[src/rtl/fpio_tx_sched.sv]
// Round-robin frame scheduler sharing one fpio transmitter between
// NUM_REQ requesters; owns the transmitter divisor.
//
// Ports:
//   clk, rstn                     clock, async active-low reset
//   req_valid/ready/data/last     per-requester beat stream
//   req_divisor                   per-requester 32-bit divisor
//   tx_valid/ready/data/last      beat stream to transmitter
//   tx_busy                       transmitter still shifting
//   divisor                       registered divisor to transmitter
//   grant_id                      current or most recent grantee
//   busy                          high while in XFER or GAP
module fpio_tx_sched #(
  parameter int NUM_REQ    = 4,
  parameter int DATA_WIDTH = 4,
  parameter int GAP_CYCLES = 2,
  localparam int IW = $clog2(NUM_REQ)
) (
  input  logic                          clk,
  input  logic                          rstn,
  input  logic [NUM_REQ-1:0]            req_valid,
  output logic [NUM_REQ-1:0]            req_ready,
  input  logic [NUM_REQ*DATA_WIDTH-1:0] req_data,
  input  logic [NUM_REQ-1:0]            req_last,
  input  logic [NUM_REQ*32-1:0]         req_divisor,
  output logic                          tx_valid,
  input  logic                          tx_ready,
  output logic [DATA_WIDTH-1:0]         tx_data,
  output logic                          tx_last,
  input  logic                          tx_busy,
  output logic [31:0]                   divisor,
  output logic [IW-1:0]                 grant_id,
  output logic                          busy
);

  typedef enum logic [1:0] {
    S_IDLE = 2'd0,
    S_XFER = 2'd1,
    S_GAP  = 2'd2
  } state_t;

  localparam int GAP_M1 =
    (GAP_CYCLES > 0) ? GAP_CYCLES - 1 : 0;

  state_t        state_q, state_d;
  logic [IW-1:0] last_q, last_d;
  logic [IW-1:0] grant_q, grant_d;
  logic [31:0]   div_q, div_d;
  logic [7:0]    gap_q, gap_d;

  logic          win_found;
  logic [IW-1:0] win_id;
  logic          fire;

  // Scan starts one past the previous grantee and wraps.
  always_comb begin
    win_found = 1'b0;
    win_id    = '0;
    for (int k = 1; k <= NUM_REQ; k++) begin
      int j;
      j = int'(last_q) + k;
      if (j >= NUM_REQ) j = j - NUM_REQ;
      if (!win_found && req_valid[j]) begin
        win_found = 1'b1;
        win_id    = IW'(j);
      end
    end
  end

  assign fire = req_valid[grant_q] && tx_ready;

  always_comb begin
    state_d = state_q;
    last_d  = last_q;
    grant_d = grant_q;
    div_d   = div_q;
    gap_d   = gap_q;
    unique case (state_q)
      S_IDLE: begin
        // Divisor may only move while the shifter is quiet.
        if (win_found && !tx_busy) begin
          state_d = S_XFER;
          grant_d = win_id;
          last_d  = win_id;
          div_d   = req_divisor[int'(win_id)*32 +: 32];
        end
      end
      S_XFER: begin
        if (fire && req_last[grant_q]) begin
          if (GAP_CYCLES > 0) begin
            state_d = S_GAP;
            gap_d   = 8'(GAP_M1);
          end else begin
            state_d = S_IDLE;
          end
        end
      end
      S_GAP: begin
        if (gap_q == 8'd0) state_d = S_IDLE;
        else               gap_d   = gap_q - 8'd1;
      end
      default: state_d = S_IDLE;
    endcase
  end

  always_ff @(posedge clk or negedge rstn) begin
    if (!rstn) begin
      state_q <= S_IDLE;
      last_q  <= IW'(NUM_REQ - 1);
      grant_q <= '0;
      div_q   <= '0;
      gap_q   <= '0;
    end else begin
      state_q <= state_d;
      last_q  <= last_d;
      grant_q <= grant_d;
      div_q   <= div_d;
      gap_q   <= gap_d;
    end
  end

  // Grantee's stream passes straight through while in XFER.
  always_comb begin
    tx_valid  = 1'b0;
    tx_data   = '0;
    tx_last   = 1'b0;
    req_ready = '0;
    if (state_q == S_XFER) begin
      tx_valid = req_valid[grant_q];
      tx_data  =
        req_data[int'(grant_q)*DATA_WIDTH +: DATA_WIDTH];
      tx_last  = req_last[grant_q];
      req_ready[grant_q] = tx_ready;
    end
  end

  assign divisor  = div_q;
  assign grant_id = grant_q;
  assign busy     = (state_q != S_IDLE);

endmodule

[config.mk]
export PLATFORM = sky130hd
export DESIGN_NAME = fpio_tx_sched
export DESIGN_NICKNAME = d
export VERILOG_FILES = /design/src/rtl/fpio_tx_sched.sv
export SDC_FILE = /design/constraint.sdc
export NUM_CORES = 1
export LEC_CHECK = 0
export CAP_MARGIN = 5
export CORE_UTILIZATION = 34
export CTS_BUF_LIST = sky130_fd_sc_hd__clkbuf_2 sky130_fd_sc_hd__clkbuf_4 sky130_fd_sc_hd__clkbuf_8
export DETAILED_ROUTE_END_ITERATION = 7
export MAX_ROUTING_LAYER = met4
export PLACE_DENSITY = 0.77
export SLEW_MARGIN = 20
export SYNTH_ARGS = -nofsm -noshare
export SYNTH_HDL_FRONTEND = slang
export SYNTH_SLANG_ARGS = --single-unit
[constraint.sdc]
create_clock -name clk -period 1.9 [get_ports clk]
set_input_delay 0.57 -clock clk [delete_from_list [all_inputs] [get_ports clk]]
set_output_delay 0.57 -clock clk [all_outputs]
set_load 0.1 [all_outputs]
* Word-level counts from Yosys, hierarchy flattened
Cells that the tools add are included.
** Storage, ports and cells
- Word-level logic and storage cells :: 92
- Output and inout port bits :: 45
- Bits of input ports :: 156
- Flip-flop bits (word level) :: 46
** Cells by class
- Equal/unequal tests :: 6
- Bitwise operators :: 1
- $add $sub $neg :: 9
- Magnitude comparators :: 10
- Shift-type cells :: 2
- Multiplexer cells :: 41
- Reductions and logical operators :: 18
** Operator list (count)
- 32-bit by 4-bit < comparator with 1-bit output, second input constant :: 4
- 32-bit two-way mux :: 4
- 128-bit by 8-bit indexed part select with 32-bit output :: 1
- 1-bit two-way mux :: 17
- 8-bit two-way mux :: 2
- 8-bit case mux with 2 select lines :: 1
- 16-bit by 5-bit indexed part select with 4-bit output :: 1
- 2-bit two-way mux :: 7
- 1-bit binary-select mux with 2-bit select :: 6
- 3-bit by 3-bit subtractor with 4-bit output, second input constant :: 3
- 3-bit >= comparator, second input constant :: 3
- 8-bit logical NOT :: 1
- 4-bit two-way mux :: 2
- 2-bit inequality test, second input constant :: 4
- 8-bit by 1-bit subtractor with 8-bit output, second input constant :: 1
- 1-bit logical AND :: 7
- 2-bit by 2-bit adder with 3-bit output, second input constant :: 2
- 2-bit case mux with 3 select lines :: 1
- 3-bit AND reduction :: 2
- 4-bit by 3-bit subtractor with 5-bit output, second input constant :: 1
- 2-bit by 3-bit adder with 4-bit output, second input constant :: 1
- 4-bit AND :: 1
- 4-bit by 3-bit >= comparator with 1-bit output, second input constant :: 1
- 1-bit logical NOT :: 4
- other kinds (9) :: 10

* Logic depth before layout (Yosys ltp)
Gate-level depths: netlist of run 1.
- Depth in word-level cells :: 19
- Gate-level depth with buffers :: 8

* Worst setup path after synthesis of run 1
Ideal clock, no wire load.
- Kind :: reg-to-output
- From :: register grant_q[1], in the netlist grant_id[1]
- To :: output port req_ready[2]
- Stages on the path, launching flop included :: 3
- Data arrival time :: 3531 ps
- Setup slack :: -2201 ps
- Cells stage by stage :: dfrtp_1 > clkbuf_1 > nor3b_1
** On the way
- Longest elaborated chain between the ends :: 6
- Elaborated cells between the ends (all ways) :: 7
- Classes of those cells :: order compare (2); mux (3); bitwise (1); reduce/logical (1)
** Ends and longest elaborated chain
- from (decl) :: line 47 : logic [IW-1:0] grant_q, grant_d;
- from (signal assigned) :: line 116 : grant_q <= grant_d;
- 2-bit by 3-bit < comparator with 1-bit output (implied by the code) or 2-bit by 1-bit >= comparator with 1-bit output (tied branches) :: line 133 : req_ready[grant_q] = tx_ready;
- 1-bit logical AND (implied by the code) :: line 133
- 1-bit two-way mux (implied by the code) :: line 133
- 1-bit demux with 2-bit select * :: line 133
- 4-bit AND (no line) *
- 4-bit two-way mux * :: line 128 : if (state_q == S_XFER) begin
- to (decl) :: line 22 : output logic [NUM_REQ-1:0] req_ready,
Every way passes the cells marked *; elsewhere a longest branch is shown, timed or not.

* Worst setup path after layout of run 1
- From :: input port req_valid[3]
- To :: output port tx_valid
** On the way
- Longest elaborated chain between the ends :: 3
** Ends and longest elaborated chain
- from (decl) :: line 21 : input logic [NUM_REQ-1:0] req_valid,
- 1-bit binary-select mux with 2-bit select :: line 129 : tx_valid = req_valid[grant_q];
- 1-bit two-way mux (implied by the code) :: line 129
- 1-bit two-way mux :: line 128
- to (decl) :: line 26 : output logic tx_valid,
No other way between the ends. The select of a mux whose other input is x is not followed.

==> results of run 1 <==
[synthesized netlist by cell type, drive strengths merged, types with 7 or more instances]
cell / n / share of area
o21ai: 7 / 0.012
dfrtp: 44 / 0.33
nand2: 9 / 0.010
mux2: 32 / 0.11
nor2: 11 / 0.012
and3: 9 / 0.017
buf: 17 / 0.038
clkbuf: 13 / 0.015
mux2i: 33 / 0.098
a221o: 32 / 0.095
nand3: 65 / 0.12
[flip-flops by register name, summed over array words and instances, names as in the netlist]
register and flops:
state_q 2, divisor 32, gap_q 8, last_q 2
grant_id 2
[where the power goes]
group	switching, mW	internal, mW
clock	0.389	0.392
sequential	0.588	1.47
combinational	5.73	4.32
total	6.71	6.18
[per-layer routing]
| metal | GRT usage | vias up | part of all wire |
|---|---|---|---|
| met5 | - | - | 0 |
| met4 | 0.08807 | 0 | 0.023 |
| met3 | 0.04279 | 30 | 0.065 |
| met2 | 0.4929 | 178 | 0.53 |
| met1 | 0.2909 | 1917 | 0.38 |
| li1 | - | 1731 | - |
[through the flow]
stage	setup WS (ns)	total power, mW
2_1_floorplan	-0.3551	7.759
3_3_place_gp	-0.7506	10.90
3_5_place_dp	-0.7972	11.06
4_1_cts	-0.3753	12.69
5_1_grt	-0.4081	13.30
6_report	-0.3734	12.88
[final timing paths]
kind                              start          end  slack, ns  depth (start not counted)
max                        req_valid[3]     tx_valid      -0.37                          4
min                                rstn  grant_id[1]       0.21                          1
max reg2reg                   last_q[1]  divisor[30]      -0.33                          8
min reg2reg                    gap_q[6]     gap_q[6]       0.54                          1
max in group asynchronous          rstn  divisor[29]       1.12                          2
min in group clk               gap_q[6]     gap_q[6]       0.54                          1
[cell type report]
type,count,area (um2)
multi-input combinational,244,2471
clock inverter,3,45.04
fill,616,2406
sequential,46,1161
inverter,6,22.52
clock buffer,5,68.82
tap,129,161.4
timing repair buffer,257,3079
[worst max-delay path, stage by stage]
cell	delay (ns)
dlygate4sd2_1	0.29
mux4_2	0.51
and3_4	0.17
buf_12	0.16
[repair_timing]
item | 4_1_cts | 5_1_grt
hold buffers | 0 | 0
pin swaps | 36 | 15
setup buffers | 17 | 4
gates cloned | 4 | 0
resized for setup | 76 | 27
endpoints found under the setup margin | 55 | 52
[logic make-up (layout without fill, tap and decap cells)]
| group | Yosys count | in the layout | share of synthesized area |
|---|---|---|---|
| and+or+nand+nor | 110 | 110 | 0.1905 |
| muxes | 71 | 71 | 0.2460 |
| AOI/OAI and AO/OA | 61 | 61 | 0.1532 |
| DFF | 46 | 46 | 0.3436 |
| buffers and inverters | 36 | 271 | 0.05926 |
| adders and majority gates | 2 | 2 | 0.007453 |
==> results.md, run 1 <==
* Gpl congestion at 0.8698
* Drt first-iter violations at 186
* Critical Path RT at 1.33 ns
* Fin nets at 718
* Root buf cell: clkbuf_8
* PnR worst setup slack at -0.3734 ns
* Slew HR at 0.5893
* CTS tree: done
* Slew @ Worst Pin at 0.6113 ns
* Longest Clk Path Bufs at 2
* DRC violations left at 0
* Syn_nets at 484
* Clk_skew at 0.01557 ns
* Post-synth EDFFs at 0
* Final Cycle Share at 1.197
* Worst Path Arrival at 1.70 ns
* Final min period at 2.273 ns
* Status: complete, but fails checks
* CP startpoint kind: primary input
* Core area at 9415 um2
* FMAX at 439.9 MHz
* Setup CP Type: in2out
* Die Y-Extent at 101.4 um
* Avg Cell Area, Syn at 10.30 um2
* Setup violators final at 49
* Routed len/inst at 20.10 um
* Cell Area, Synth at 3357 um2
* Die outline area at 10270 um2
* Port Buffers at 200
* Synth Flop Type: dfrtp_1
* Initial Utilization at 0.3565
* Antenna cells at 0
* Post-Place Cells at 661
* CTS buffer count at 5
* Hold Fails Final Rpt at 0
* Library cells used by synthesis at 41
* Most frequent cells in the layout: clkdlybuf4s50_1, buf_12, nand3_2, dfrtp_1, buf_4
* Pin count of the biggest net entering global routing at 29
* Yosys Warn Count at 0
* Die Wd at 101.4 um
* P&R area growth vs syn at 108.8%
* Hpwl dp at 9517 um
* Fin area at 7009 um2
* Global-route wire length before repair at 20330 um
* Layout cell share with drive strength beyond 1 at 0.4171
* ANT nets after route at 0
* First-pass iteration count of the detailed router at 4
* Skew-Pair Late Insertion Delay at 0.32 ns
* RSZ-0062 raised after global routing: true
* Routed WL at 13870 um
* P per Cell Area at 1838 nW/um2
* Pleak at 2.942 nW
* Via count at 3856
* Gr usage total at 0.2673
* Ys async rst share at 1.000
* Post-synthesis register bit count at 46
* Hold WC Path Type: in2async
* Initial antenna violation count at 0
* Max-slew violation count at 0
* Post-Layout Cell Count at 690
* Sum Neg Setup Slack at -10.08 ns
* Htree depth at 2
* Worst-path maximum fanout at 6
* Leading cell type in the layout, fill and taps excluded: clkdlybuf4s50_1
* Placed cell area at 6410 um2
* Vias in the first global route at 4053
* Clk slew on worst S/H paths at 0.09 ns
* VDD IR-drop max at 0.0009443 V
* Max-Cap Viols at 0
* Failing checks: negative setup slack
* CTS Sinks at 46
* Mapped Cells at 326
* Fin util at 0.7445
* Seq/Total Area, Yosys at 0.3436
* Num ports at 201
* Site row count at 35
* Grt ovf at 0
* Vias/cell at 5.588
* WHS at 0.2087 ns
* Crit end category: output pin
(Power assumes the default switching activity.)
==> run 2: changes to the inputs <==
--- a/config.mk
+++ b/config.mk
@@ -5,12 +5,11 @@
 export SDC_FILE = /design/constraint.sdc
 export NUM_CORES = 1
 export LEC_CHECK = 0
-export CAP_MARGIN = 5
 export CORE_UTILIZATION = 34
 export CTS_BUF_LIST = sky130_fd_sc_hd__clkbuf_2 sky130_fd_sc_hd__clkbuf_4 sky130_fd_sc_hd__clkbuf_8
 export DETAILED_ROUTE_END_ITERATION = 7
 export MAX_ROUTING_LAYER = met4
-export PLACE_DENSITY = 0.77
+export PLACE_DENSITY = 0.74
 export SLEW_MARGIN = 20
 export SYNTH_ARGS = -nofsm -noshare
 export SYNTH_HDL_FRONTEND = slang
==> constraint.sdc (replaced) <==
create_clock -name clk -period 2.7 [get_ports clk]
set_input_delay 0.81 -clock clk [delete_from_list [all_inputs] [get_ports clk]]
set_output_delay 0.81 -clock clk [all_outputs]
set_load 0.1 [all_outputs]
==> run 2 against run 1 <==
Net effect:
- the run now ends clean
- register-to-register slack better by 0.83 ns
- largest cell class unchanged
- wire length is 16% lower
- critical path depth did not move
- worst setup slack better by 0.38 ns
- combinational power fell by 45%
- sequential share of layout area grew 3.3 points
- largest power group unchanged
- first-iteration DRC count fell by 38%
- non-clock buffer count decreased by 26
- clock skew is 0.0070 ns lower
==> results.md, run 2 (synthesis gave the netlist of run 1 again) <==
* PnR worst setup slack at 0.007370 ns (+0.3808 ns)
* Fin nets at 692 (-3.6%)
* Slew @ Worst Pin at 0.9403 ns (+0.3289 ns)
* Longest Clk Path Bufs at 2 (unchanged)
* Max-slew violation count at 0 (unchanged)
* P per Cell Area at 1260 nW/um2 (-31%)
* Die outline area at 10270 um2 (unchanged)
* Setup violators final at 0 (-100%)
* Final min period at 2.693 ns
* Worst reg-to-reg path cell count at 6 (-2)
* Hold_buf cts at 0 (unchanged)
* VDD IR-drop max at 0.0007027 V (-26%)
* Slew HR at 0.3725 (-0.2168)
* Largest stage delay on the critical path at 0.45 ns (-0.06 ns)
* Most frequent cells in the layout: clkdlybuf4s50_1, buf_4, nand3_1, dfrtp_1, mux2i_1
* Worst-path cell chain: dlygate4sd2_1 -> mux4_2 -> and3_4 -> buf_12
* P&R area growth vs syn at 73.91%
* Pin count of the biggest net entering global routing at 34 (+17%)
* Hpwl dp at 8989 um (-5.5%)
* Place WS at -0.2973 ns (+0.4999 ns)
* Layout cell share with drive strength beyond 1 at 0.3009 (-0.1162)
* Worst-path maximum fanout at 1 (-5)
* Post-Place Cells at 654 (-1.1%)
* CTS tree: done
* Post-Layout Cell Count at 664 (-3.8%)
* Core area at 9415 um2 (unchanged)
* Slowest cell on crit path: mux4_2
* CTS Sinks at 46 (unchanged)
* Final Cycle Share at 0.9973
* Num ports at 201 (unchanged)
* Pleak at 2.444 nW (-17%)
* Routed len/inst at 17.59 um (-12%)
* Max reg flops at 32 (unchanged)
* Via count at 3566 (-7.5%)
* Gpl congestion at 0.8927 (+2.6%)
* R2R Path Start: last_q[1]
* Hold WC Path Type: in2async
* DRC violations left at 0 (unchanged)
* Setup CP Type: in2out
* Die Wd at 101.4 um (unchanged)
* Placed cell area at 5700 um2 (-11%)
* Status: complete, no violations
* ANT nets after route at 0 (unchanged)
* Grt ovf at 0 (unchanged)
* Initial antenna violation count at 0 (unchanged)
* Clk slew on worst S/H paths at 0.09 ns (about the same)
* Vias/cell at 5.370 (-3.9%)
* Fin area at 5838 um2 (-17%)
* CP startpoint kind: primary input
* Routed WL at 11680 um (-16%)
* Global-route wire length before repair at 17540 um (-14%)
* Htree depth at 2 (unchanged)
* Initial Utilization at 0.3565 (unchanged)
* Worst Path Arrival at 1.88 ns (+0.18 ns)
* Worst reg2reg setup slack at 0.50 ns (+0.83 ns)
* Clk_skew at 0.008590 ns (-0.006975 ns)
* Port Buffers at 200 (unchanged)
* Leading cell type in the layout, fill and taps excluded: clkdlybuf4s50_1
* Critical Path RT at 1.89 ns (+0.56 ns)
* Antenna cells at 0 (unchanged)
* Die Y-Extent at 101.4 um (unchanged)
* Worst r2r dst: divisor[24]
* Drt first-iter violations at 115 (-38%)
* Root buf cell: clkbuf_8
* Crit end category: output pin
* CTS buffer count at 5 (unchanged)
* Vias in the first global route at 3480 (-14%)
* Max-Cap Viols at 0 (unchanged)
* First-pass iteration count of the detailed router at 4 (unchanged)
* Skew-Pair Late Insertion Delay at 0.30 ns (-0.02 ns)
* Hold Fails Final Rpt at 0 (unchanged)
* Site row count at 35 (unchanged)
* Gr usage total at 0.2275 (-0.03981)
* Fin util at 0.6201 (-0.1244)
* FMAX at 371.4 MHz
-- run 2: cell count changes in the layout (fill, tap and decap cells not counted), moves of 27 or more --
cell,before,now
mux2_2,0,32
nand3_1,16,48
buf_12,57,16
buf_4,33,60
mux2_4,32,0
nand3_2,48,17
-- run 2: worst max-delay path: cells and delay by family --
family                 cells  cell delay [ns]
buffers and inverters      2             0.41
muxes                      1             0.45
and+or+nand+nor            1             0.21
-- run 2: area by class of cell --
cell class / instances / area (um2)
timing repair buffer: 231 / 2297
fill: 808 / 3577
multi-input combinational: 244 / 2085
clock buffer: 7 / 83.83
tap: 129 / 161.4
inverter: 6 / 22.52
sequential: 46 / 1159
clock inverter: 1 / 30.03
-- run 2: worst max-delay path by stage --
stage	from	end	slack (ns)	depth (start not counted)
final	req_data[7]	tx_data[3]	0.007	4
after global routing	req_valid[2]	tx_valid	-0.01	4
after CTS	req_data[15]	tx_data[3]	0.01	4
after detailed placement	req_valid[2]	tx_valid	-0.30	4
after global placement	req_valid[2]	tx_valid	-0.25	4
after floorplan	tx_ready	req_ready[2]	-0.01	2
-- run 2: routing by layer --
| metal | vias to the layer above | wire, um | global-route usage |
|---|---|---|---|
| li1 | 1679 | - | - |
| met1 | 1730 | 4620 | 0.2631 |
| met2 | 142 | 6046 | 0.4045 |
| met3 | 15 | 821 | 0.03589 |
| met4 | 0 | 194 | 0.06800 |
| met5 | - | 0 | - |
-- run 2: power breakdown --
| group | total (mW) | internal (mW) | switching, mW |
|---|---|---|---|
| clock | 0.535 | 0.298 | 0.238 |
| combinational | 5.47 | 1.86 | 3.61 |
| sequential | 1.36 | 1.03 | 0.325 |
-- run 2: stage by stage --
step	setup TNS (ns)	power, mW	hold slack (ns)
6_report	0	7.358	0.3236
5_1_grt	-0.01247	7.659	0.3293
4_1_cts	0	7.382	0.3151
3_5_place_dp	-9.087	6.784	0.4786
3_3_place_gp	-7.188	6.699	0.4723
2_1_floorplan	-0.01486	5.211	0.4512
-- run 2: repair_timing --
| action | in CTS | in global routing |
|---|---|---|
| setup endpoints to repair | 10 | 3 |
| setup buffers | 1 | 1 |
| endpoints found under the hold margin | 0 | 0 |
| gates resized for setup | 37 | 4 |
| pin swaps | 1 | 0 |
